**config.mk**
```make
export PLATFORM = sky130hd
export DESIGN_NAME = mem_port_arbiter
export DESIGN_NICKNAME = d
export VERILOG_FILES = /design/src/rtl/pipeline_pkg.sv /design/src/rtl/mem_arb_pick.sv /design/src/rtl/mem_port_arbiter.sv
export SDC_FILE = /design/constraint.sdc
export NUM_CORES = 1
export LEC_CHECK = 0
export ABC_AREA = 1
export CORE_ASPECT_RATIO = 1.75
export CORE_MARGIN = 1.5
export CORE_UTILIZATION = 45
export DETAILED_ROUTE_END_ITERATION = 6
export DONT_BUFFER_PORTS = 1
export PLACE_DENSITY = 0.65
export SLEW_MARGIN = 10
export SYNTH_ARGS = -nofsm -noshare
export SYNTH_HDL_FRONTEND = slang
export SYNTH_HIERARCHICAL = 1
export SYNTH_SLANG_ARGS = --single-unit
```
**constraint.sdc**
```tcl
create_clock -name clk -period 2.67 [get_ports clk]
set_input_delay 0.801 -clock clk [delete_from_list [all_inputs] [get_ports clk]]
set_output_delay 0.801 -clock clk [all_outputs]
set_load 0.005 [all_outputs]
```
**src/rtl/pipeline_pkg.sv**
```systemverilog
// Shared pipeline encodings: arbiter FSM states, memory owner, default widths.
// Latency: n/a (types and constants only).
// Backpressure: n/a.
package pipeline_pkg;

  localparam int DATA_W_DEF = 16;
  localparam int ADDR_W_DEF = 16;

  typedef enum logic [1:0] {
    IDLE  = 2'd0,
    ISSUE = 2'd1,
    WAIT  = 2'd2,
    DONE  = 2'd3
  } arb_state_t;

  typedef enum logic {
    OWN_IF = 1'b0,
    OWN_D  = 1'b1
  } owner_t;

endpackage

```
**src/rtl/mem_arb_pick.sv**
```systemverilog
// Winner select between fetch and data requests with a data-burst fairness cap.
// Latency: purely combinational.
// Backpressure: none; the caller only consults the pick while idle.
module mem_arb_pick
  import pipeline_pkg::*;
#(
  parameter int MAX_D_BURST = 4,
  parameter int CNT_W       = 3
) (
  input  logic             if_req,
  input  logic             d_req,
  input  logic [CNT_W-1:0] burst_cnt,
  output logic             pick_vld,
  output owner_t           pick_own
);

  logic burst_full;

  assign burst_full = (burst_cnt == CNT_W'(MAX_D_BURST));

  // Data wins by default; fetch wins when alone or once the data burst cap is hit.
  always_comb begin
    pick_vld = if_req | d_req;
    pick_own = OWN_IF;
    if (d_req && !(if_req && burst_full)) begin
      pick_own = OWN_D;
    end
  end

endmodule

```
**src/rtl/mem_port_arbiter.sv**
```systemverilog
// Shares one fixed-latency memory port between instruction fetch and load/store.
// Latency: read done LATENCY+2 cycles after the sampling cycle, store done 2 cycles after.
// Backpressure: requesters stall (combinational) until their done pulse; one access in flight.
module mem_port_arbiter
  import pipeline_pkg::*;
#(
  parameter int DATA_W      = DATA_W_DEF,
  parameter int ADDR_W      = ADDR_W_DEF,
  parameter int LATENCY     = 2,
  parameter int MAX_D_BURST = 4
) (
  input  logic              clk,
  input  logic              reset,
  input  logic              if_req,
  input  logic [ADDR_W-1:0] if_addr,
  output logic              if_gnt,
  output logic              if_done,
  output logic [DATA_W-1:0] if_rdata,
  output logic              if_stall,
  input  logic              d_req,
  input  logic              d_we,
  input  logic [ADDR_W-1:0] d_addr,
  input  logic [DATA_W-1:0] d_wdata,
  output logic              d_gnt,
  output logic              d_done,
  output logic [DATA_W-1:0] d_rdata,
  output logic              d_stall,
  output logic              m_en,
  output logic              m_we,
  output logic [ADDR_W-1:0] m_addr,
  output logic [DATA_W-1:0] m_wdata,
  input  logic [DATA_W-1:0] m_rdata
);

  localparam int CNT_W = $clog2(MAX_D_BURST + 1);
  localparam int LAT_W = (LATENCY > 1) ? $clog2(LATENCY) : 1;

  arb_state_t       state;
  owner_t           owner;
  logic [CNT_W-1:0] burst_cnt;
  logic [LAT_W-1:0] wait_cnt;
  logic             pick_vld;
  owner_t           pick_own;

  mem_arb_pick #(
    .MAX_D_BURST (MAX_D_BURST),
    .CNT_W       (CNT_W)
  ) u_pick (
    .if_req    (if_req),
    .d_req     (d_req),
    .burst_cnt (burst_cnt),
    .pick_vld  (pick_vld),
    .pick_own  (pick_own)
  );

  // Stall until the done pulse so the pipeline advances at the edge ending DONE.
  assign if_stall = if_req & ~if_done;
  assign d_stall  = d_req & ~d_done;

  // Access sequencer: strobes default low each cycle and are raised only in their state.
  always_ff @(posedge clk or posedge reset) begin
    if (reset) begin
      state     <= IDLE;
      owner     <= OWN_IF;
      burst_cnt <= '0;
      wait_cnt  <= '0;
      if_gnt    <= 1'b0;
      if_done   <= 1'b0;
      if_rdata  <= '0;
      d_gnt     <= 1'b0;
      d_done    <= 1'b0;
      d_rdata   <= '0;
      m_en      <= 1'b0;
      m_we      <= 1'b0;
      m_addr    <= '0;
      m_wdata   <= '0;
    end else begin
      if_gnt  <= 1'b0;
      d_gnt   <= 1'b0;
      if_done <= 1'b0;
      d_done  <= 1'b0;
      m_en    <= 1'b0;
      m_we    <= 1'b0;
      unique case (state)
        IDLE: begin
          if (pick_vld) begin
            owner <= pick_own;
            m_en  <= 1'b1;
            state <= ISSUE;
            if (pick_own == OWN_IF) begin
              m_addr    <= if_addr;
              m_wdata   <= '0;
              m_we      <= 1'b0;
              if_gnt    <= 1'b1;
              burst_cnt <= '0;
            end else begin
              m_addr  <= d_addr;
              m_wdata <= d_wdata;
              m_we    <= d_we;
              d_gnt   <= 1'b1;
              // Only data grants taken while fetch waits count towards the cap.
              if (!if_req) begin
                burst_cnt <= '0;
              end else if (burst_cnt != CNT_W'(MAX_D_BURST)) begin
                burst_cnt <= burst_cnt + CNT_W'(1);
              end
            end
          end
        end
        ISSUE: begin
          if (m_we) begin
            // Stores complete without waiting; only the data side can store.
            d_done  <= 1'b1;
            d_rdata <= '0;
            state   <= DONE;
          end else begin
            wait_cnt <= LAT_W'(LATENCY - 1);
            state    <= WAIT;
          end
        end
        WAIT: begin
          if (wait_cnt == '0) begin
            if (owner == OWN_IF) begin
              if_rdata <= m_rdata;
              if_done  <= 1'b1;
            end else begin
              d_rdata <= m_rdata;
              d_done  <= 1'b1;
            end
            state <= DONE;
          end else begin
            wait_cnt <= wait_cnt - LAT_W'(1);
          end
        end
        DONE: begin
          state <= IDLE;
        end
        default: begin
          state <= IDLE;
        end
      endcase
    end
  end

endmodule

```
### Yosys cells after proc, flatten, opt, wreduce, memory -nomap -nowiden

Cells that the tools add are included.

| word-level totals | value |
|---|---|
| word-level logic and storage cells | 80 |
| bits of input ports | 69 |
| flip-flop bits (word level) | 77 |

| operators by class | value |
|---|---|
| equal/unequal tests | 11 |
| muxes and demuxes | 35 |
| add/subtract/negate cells | 2 |
| bitwise gates (word level) | 7 |
| reductions and logical operators | 11 |

Operator list:

| cell | count |
|---|---|
| 16-bit 2-to-1 mux | 5 |
| 16-bit case mux with 2 select lines | 1 |
| 1-bit 2-to-1 mux | 21 |
| 2-bit inequality test, second input constant | 5 |
| 3-bit 2-to-1 mux | 3 |
| 2-bit case mux with 4 select lines | 1 |
| 2-bit AND reduction | 3 |
| 3-bit AND reduction | 2 |
| 2-bit equality test, second input constant | 2 |
| 2-bit 2-to-1 mux | 2 |
| 1-bit NOT | 4 |
| 1-bit case mux with 2 select lines | 2 |
| 4-bit AND reduction | 1 |
| 3-bit by 1-bit adder with 3-bit output, second input constant | 1 |
| 3-bit equality test, second input constant | 1 |
| 3-bit by 2-bit inequality test with 1-bit output, second input constant | 1 |
| 3-bit inequality test, second input constant | 1 |
| 1-bit bitwise AND | 2 |
| 2-bit by 1-bit equality test with 1-bit output, second input constant | 1 |
| 1-bit logical AND | 2 |
| 2-bit logical NOT | 1 |
| 2-bit nonzero test | 1 |
| 1-bit logical NOT | 1 |
| 1-bit bitwise OR | 1 |
| 1-bit subtractor, second input constant | 1 |

### Logic depth before layout (Yosys ltp)

Gate-level depths: netlist (run 1).

| logic depth | value |
|---|---|
| word-level depth | 8 |
| gate-level depth with buffers | 9 |
| gate-level depth less buffers | 7 |

### By module

Netlist (run 1), hierarchy kept.

By module, submodules not included:

| module | times used | cells each | area each (µm²) |
|---|---|---|---|
| mem_port_arbiter | 1 | 398 | 3392.0 |
| mem_arb_pick | 1 | 6 | 26.3 |

### Worst setup path after synthesis (run 1)

No wires, ideal clock.

| timing | value |
|---|---|
| path kind | input to register |
| start point | in if_req |
| end point | reg m_addr[7] |
| setup slack | 0.775 ns |
| path buffers | 1 |
| required time | 2.604 ns |
| data arrival time | 1.829 ns |
| stages on the path | 8 |
| path through | nand2_1 inv_1 a21oi_1 inv_2 nor2_8 buf_6 nand2_1 nand3_2 |

| between the ends | value |
|---|---|
| longest elaborated chain between the ends | 5 |
| elaborated cells between the ends (all ways) | 7 |

Ends and longest elaborated chain:

| what | RTL line | source |
|---|---|---|
| start: declaration | mem_port_arbiter.sv:14 | `input logic if_req,` |
| 1-bit logical AND | mem_arb_pick.sv:25 | `if (d_req && !(if_req && burst_full)) begin` |
| 1-bit logical NOT | mem_arb_pick.sv:25 |  |
| 1-bit logical AND | mem_arb_pick.sv:25 |  |
| 1-bit 2-to-1 mux | mem_arb_pick.sv:25 |  |
| net pick_own | mem_port_arbiter.sv:43 | `owner_t pick_own;` |
| 16-bit 2-to-1 mux | mem_port_arbiter.sv:90 | `if (pick_own == OWN_IF) begin` |
| end signal: assignment | mem_port_arbiter.sv:91 | `m_addr <= if_addr;` |
| end signal: assignment | mem_port_arbiter.sv:97 | `m_addr <= d_addr;` |
| end: declaration | mem_port_arbiter.sv:30 | `output logic [ADDR_W-1:0] m_addr,` |

The timed path passes the listed nets, and every way through them passes these cells.
A chain may end at the register's enable or synchronous reset.

### Worst setup path after layout (run 1)

| timing | value |
|---|---|
| start point | reg state[0] |
| end point | reg m_addr[9] |

| between the ends | value |
|---|---|
| longest elaborated chain between the ends | 2 |

Ends and longest elaborated chain:

| what | RTL line | source |
|---|---|---|
| start: declaration | mem_port_arbiter.sv:38 | `arb_state_t state;` |
| start signal: assignment | mem_port_arbiter.sv:63 | `state <= IDLE;` |
| start signal: assignment | mem_port_arbiter.sv:89 | `state <= ISSUE;` |
| start signal: assignment | mem_port_arbiter.sv:115 | `state <= DONE;` |
| 2-bit logical NOT | mem_port_arbiter.sv:84 | `unique case (state)` |
| 2-bit AND reduction (no source line) | -- |  |

No other way between the ends.

==> impl_metrics.tcl, run 1 <==
set metrics [dict create \
    worstPathRequired_ps 2940 \
    powerDensity_nw_per_um2 1244 \
    wl_per_cell_um 14.52 \
    post_cts_buffers 0 \
    track_usage 0.1876 \
    mostFrequentLayoutCell "nand2_1" \
    clk_latency_ps 330 \
    start_util 0.4693 \
    slew_headroom 0.4323 \
    hold_violations 0 \
    clock_sinks 77 \
    critPathMaxFanout 37 \
    path_class "reg -> reg" \
    pin_count 141 \
    synth_top_family_by_area "simple AND/OR/NAND/NOR gates" \
    ys_warn_count 6 \
    max-vdd-ir-drop_mv 0.5117 \
    synth-seq-cells 77 \
    synth.area.mux_share 0 \
    firstDrtPassIters 4 \
    crit_slowest_cell "nor2_8" \
    synth_area_sq_um 3418 \
    critPathLaunchType "register" \
    antenna_found_initial 0 \
    drt_wl_total_um 7204 \
    nFillCells 696 \
    tns_ps 0 \
    finish.utilization 0.5139 \
    die_width_um 68.89 \
    vias 2470 \
    drc 0 \
    cts_tree "done" \
    cts_buffers 9 \
    syn_avg_cell_area_sq_um 8.461 \
    synth-seq-area-share 0.5637 \
    cp-startpoint "state[0]" \
    grt_max_degree 41 \
    maxCapViolCount 0 \
    hold_path_class "in -> async" \
    synth_compound_area_frac 0.03660 \
    grt-ovfl-total 0 \
    final_layout_size_suffix_gt1_frac 0.08780 \
    htree_num_levels 3 \
    vias_per_cell 4.980 \
    clk_pin_slew_ps 50 \
    syn_nets 479 \
    hpwl_um 5239 \
    ant_nets 0 \
    clk_path_buf_depth 2 \
    p_leak_nw 2.127 \
    endpoint_kind "register" \
    synthDistinctLibCells 23 \
    clock-root-buffer "clkbuf_16" \
    crit_path_cell_trace "inv_1, ha_1, nand2_4, nor2_8, nand2_1, nand3_1" \
    fin_skew_ps 3.990 \
    worstMarginPinSlew_ps 849.8 \
    drv_slew 0 \
    drt_iter0_drc 84 \
    fin_nets 480 \
    arrival_ps 2110 \
    diodes 0 \
    rows 41 \
    die_area_sq_um 8149 \
    regToRegEndpoint "m_addr[9]" \
    fp.dieH_um 118.3 \
    first_global_vias 2465 \
    synthSimpleGateAreaFrac 0.3067 \
    slowest_delay_ps 460 \
    synth_cells 404 \
    period_share 0.6920 \
    core_sq_um 7284 \
    synth_top_area_share 0.5637 \
    place_congestion 0.7574 \
    rr_startpoint "state[0]" \
    rsz0062_at_grt "no" \
    mostFrequentLayoutCells "nand2_1 (211), dfrtp_1 (77), inv_1 (31)" \
    seqCellArea_sq_um 1927 \
    cts_hold_buffers 0 \
    area_growth_pct 9.517 \
    outcome "finished, final reports clean" \
    fmaxAchievable_mhz 541.2 \
    synthTopCellsByArea "dfrtp_1 (56%), nand2_1 (23%), inv_1 (3.5%)" \
    period_minus_slack_ps 1848 \
    r2r_slack_ps 820 \
    cts_resized 0 \
    multi_input_area_sq_um 1249 \
    grt_pass1_wl_um 11380 \
    synth_xor_area_frac 0 \
    yosys.area.top_type "dfrtp_1" \
    synth-adder-area-share 0.02196 \
    rr_worst_depth 6 \
    port_buffers 0 \
    setup_viol 0 \
]
## critical path, delay by kind of cell (launching register included)
kind,cells,cell delay [ps]
and+or+nand+nor,4,970
buffers and inverters,1,130
adders and majority gates,1,270
DFF,1,400
## cell usage after synthesis
master,count
inv_2,4
nor2_8,2
inv_1,32
buf_4,1
o21ai_0,18
clkbuf_1,2
nand2_2,2
nand3_1,15
nand2_1,211
nor2_4,1
buf_2,4
dfrtp_1,77
clkbuf_2,1
ha_1,6
nand2_4,3
nor3b_1,1
or2_1,1
buf_6,6
nand4_1,3
o21ai_1,3
a21oi_1,4
nand3_2,4
nor2_1,3
## metal layers
layer  vias up  wire (um)  track usage
met3        11        609      0.06565
met4         0        144      0.08578
met5         -          0            0
li1       1230          -            -
met2       113       3842       0.3365
met1      1116       2608       0.1806
## flip-flops by register name, indices dropped and copies added, names as in the netlist, 2 cells and up
name       cells
m_wdata       16
d_rdata       16
burst_cnt      3
if_rdata      16
m_addr        16
state          2
## logic make-up after synthesis
| kind of cell | Yosys count |
|---|---|
| AO/OA/AOI/OAI | 25 |
| adder cells (fa/ha/maj) | 6 |
| buffers and inverters | 50 |
| flip-flops | 77 |
| AND/OR/NAND/NOR | 246 |
## worst max path at each step
stage | to | slack (ps)
after floorplan | m_addr[7] | 770
after global placement | burst_cnt[2] | 700
after detailed placement | m_addr[9] | 650
after CTS | m_addr[9] | 760
after global routing | m_addr[14] | 660
final | m_addr[9] | 820
## layout make-up
class                   count  share of cell area
inverters                  36             0.03710
flip-flops and latches     77              0.5147
clock buffers              12             0.06852
repair buffers              4             0.01136
multi-input cells         277              0.3336
well taps                  86             0.02874
clock inverters             4            0.006016
## metrics by stage
stage	power (mW)	hold slack (ps)	instance area (sq um)	instances	setup slack, ps
6_report	4.659	499.4	3744	496	822.4
5_1_grt	5.062	541.8	3744	496	660.0
4_1_cts	4.735	507.9	3744	496	762.9
3_5_place_dp	3.594	493.3	3465	480	647.4
3_3_place_gp	3.531	487.7	3465	480	697.5
2_1_floorplan	3.278	472.4	3422	404	774.8
## where the power goes
| part | internal [mW] | switching [mW] | leakage, nW |
|---|---|---|---|
| clock | 0.674 | 0.440 | 0.138 |
| sequential | 1.72 | 0.442 | 0.985 |
| combinational | 0.456 | 0.927 | 1.00 |
Power figures use the tool's default switching activity.
==> run 2, diff against run 1 <==
- PLACE_DENSITY: 0.65 -> 0.63
- clock period: 2.67 -> 1.8 ns (I/O delays scaled with it)
==> impl_metrics.tcl, run 2 (synthesized netlist as in run 1, its figures left out) <==
set metrics [dict create \
    port_buffers 0 \
    area_growth_pct 11.38 \
    die_width_um 68.89 \
    cts_tree "done" \
    critPathMostFrequentCell "nand2_1" \
    first_global_vias 2514 \
    powerDensity_nw_per_um2 1886 \
    p_total_mw 7.182 \
    mostFrequentLayoutCells "nand2_1 (211), dfrtp_1 (77), inv_1 (31)" \
    fin_nets 483 \
    final_layout_size_suffix_gt1_frac 0.09685 \
    clock_sinks 77 \
    core_sq_um 7284 \
    worstMarginPinSlew_ps 444.1 \
    die_area_sq_um 8149 \
    finish.utilization 0.5227 \
    path_delay_family "simple AND/OR/NAND/NOR gates" \
    slowest_delay_ps 400 \
    start_util 0.4693 \
    outcome "finished, final reports clean" \
    place_congestion 0.8471 \
    tns_ps 0 \
    crit_path_cell_trace "inv_1, ha_1, nand2_1, nand2_2, nor2_4, buf_12, nand2_1, nand2_1" \
    drt_wl_total_um 7325 \
    vias 2564 \
    clock-root-buffer "clkbuf_16" \
    hold_path_class "in -> async" \
    rsz0062_at_grt "no" \
    track_usage 0.1900 \
    clk_path_buf_depth 2 \
    endpoint_kind "register" \
    period_share 0.8885 \
    pin_count 141 \
    slew_headroom 0.7032 \
    worstPathRequired_ps 2010 \
    clk_latency_ps 330 \
    fp.dieH_um 118.3 \
    firstDrtPassIters 4 \
    cp_num_buf_inv 2 \
    path_class "reg -> reg" \
    grt-ovfl-total 0 \
    worst_slack_ps 200.6 \
    drt_iter0_drc 100 \
    htree_num_levels 3 \
    cts_buffers 9 \
    vias_per_cell 5.138 \
    ant_nets 0 \
    clk_pin_slew_ps 60 \
    arrival_ps 1810 \
    grt_pass1_wl_um 11520 \
    crit_slowest_cell "dfrtp_1" \
    hpwl_um 5111 \
    maxCapViolCount 0 \
    diodes 0 \
    pre_cts_ws_ps 125.3 \
    drv_slew 0 \
    setup_viol 0 \
    grt_max_degree 78 \
    critPathMaxFanout 17 \
    critPathLaunchType "register" \
    fmaxAchievable_mhz 625.2 \
    hold_violations 0 \
    wl_per_cell_um 14.68 \
    drc 0 \
    fin_skew_ps 5.363 \
    mostFrequentLayoutCell "nand2_1" \
    max-vdd-ir-drop_mv 0.7125 \
    p_leak_nw 2.151 \
    period_minus_slack_ps 1599 \
    rows 41 \
    antenna_found_initial 0 \
]
## run 2: cell count changes in the layout (fill, tap and decap cells not counted)
cell	delta
nand2_4	-1
clkbuf_8	-1
clkinv_2	+1
nor2_4	+1
ha_1	-1
buf_4	+1
buf_12	+1
nand2_8	+1
bufinv_16	+1
clkinvlp_4	-1
ha_2	+1
## run 2: worst reg2reg max path, delay by kind of cell, from the launching register on
family | cells | cell delay, ps
simple gates | 5 | 560
fa+ha+maj | 1 | 240
buf+inv | 2 | 290
flops | 1 | 400
## run 2: path summary, 6_finish.rpt
check | cells past startpoint | end | slack (ps) | start
min in group clk | 2 | m_wdata[0] | 310 | d_wdata[0]
worst min-delay path | 2 | d_rdata[10] | 190 | reset
worst min register to register | 2 | if_rdata[6] | 500 | if_rdata[6]
worst max register to register | 8 | d_rdata[7] | 200 | state[0]
max in group asynchronous | 2 | m_wdata[2] | 1280 | reset
worst max-delay path | 8 | d_rdata[7] | 200 | state[0]
## run 2: through the flow
stage,hold slack (ps),area (sq um),std cells
6_report,194.6,3807,499
5_1_grt,237.6,3807,499
4_1_cts,220.5,3765,497
3_5_place_dp,491.6,3472,481
3_3_place_gp,487.0,3472,481
2_1_floorplan,472.4,3422,404
## run 2: routing by layer
layer / part of all wire / track usage / vias to the layer above
li1: - / - / 1238
met1: 0.37 / 0.2011 / 1192
met2: 0.54 / 0.3245 / 119
met3: 0.070 / 0.04567 / 15
met4: 0.027 / 0.1115 / 0
met5: 0 / 0 / -
## run 2: cell type report
class	count	area, sq um
fillers	676	3477
flip-flops and latches	77	1927
multi-input cells	278	1271
clock buffers	11	242.7
inverters	36	138.9
well taps	86	107.6
repair buffers	6	70.07
clock inverters	5	50.05
## run 2: report_power, final
part | internal [mW] | leakage, nW | total, mW | switching, mW
Sequential | 2.55 | 0.985 | 3.20 | 0.651
Clock | 1.10 | 0.149 | 1.76 | 0.660
Combinational | 0.798 | 1.02 | 2.22 | 1.42
## run 2: repair_timing
| action | CTS | global route |
|---|---|---|
| hold buffers | 0 | 0 |
| buffers inserted | 0 | 1 |
| gates resized for setup | 0 | 2 |
| endpoints found under the setup margin | 0 | 21 |
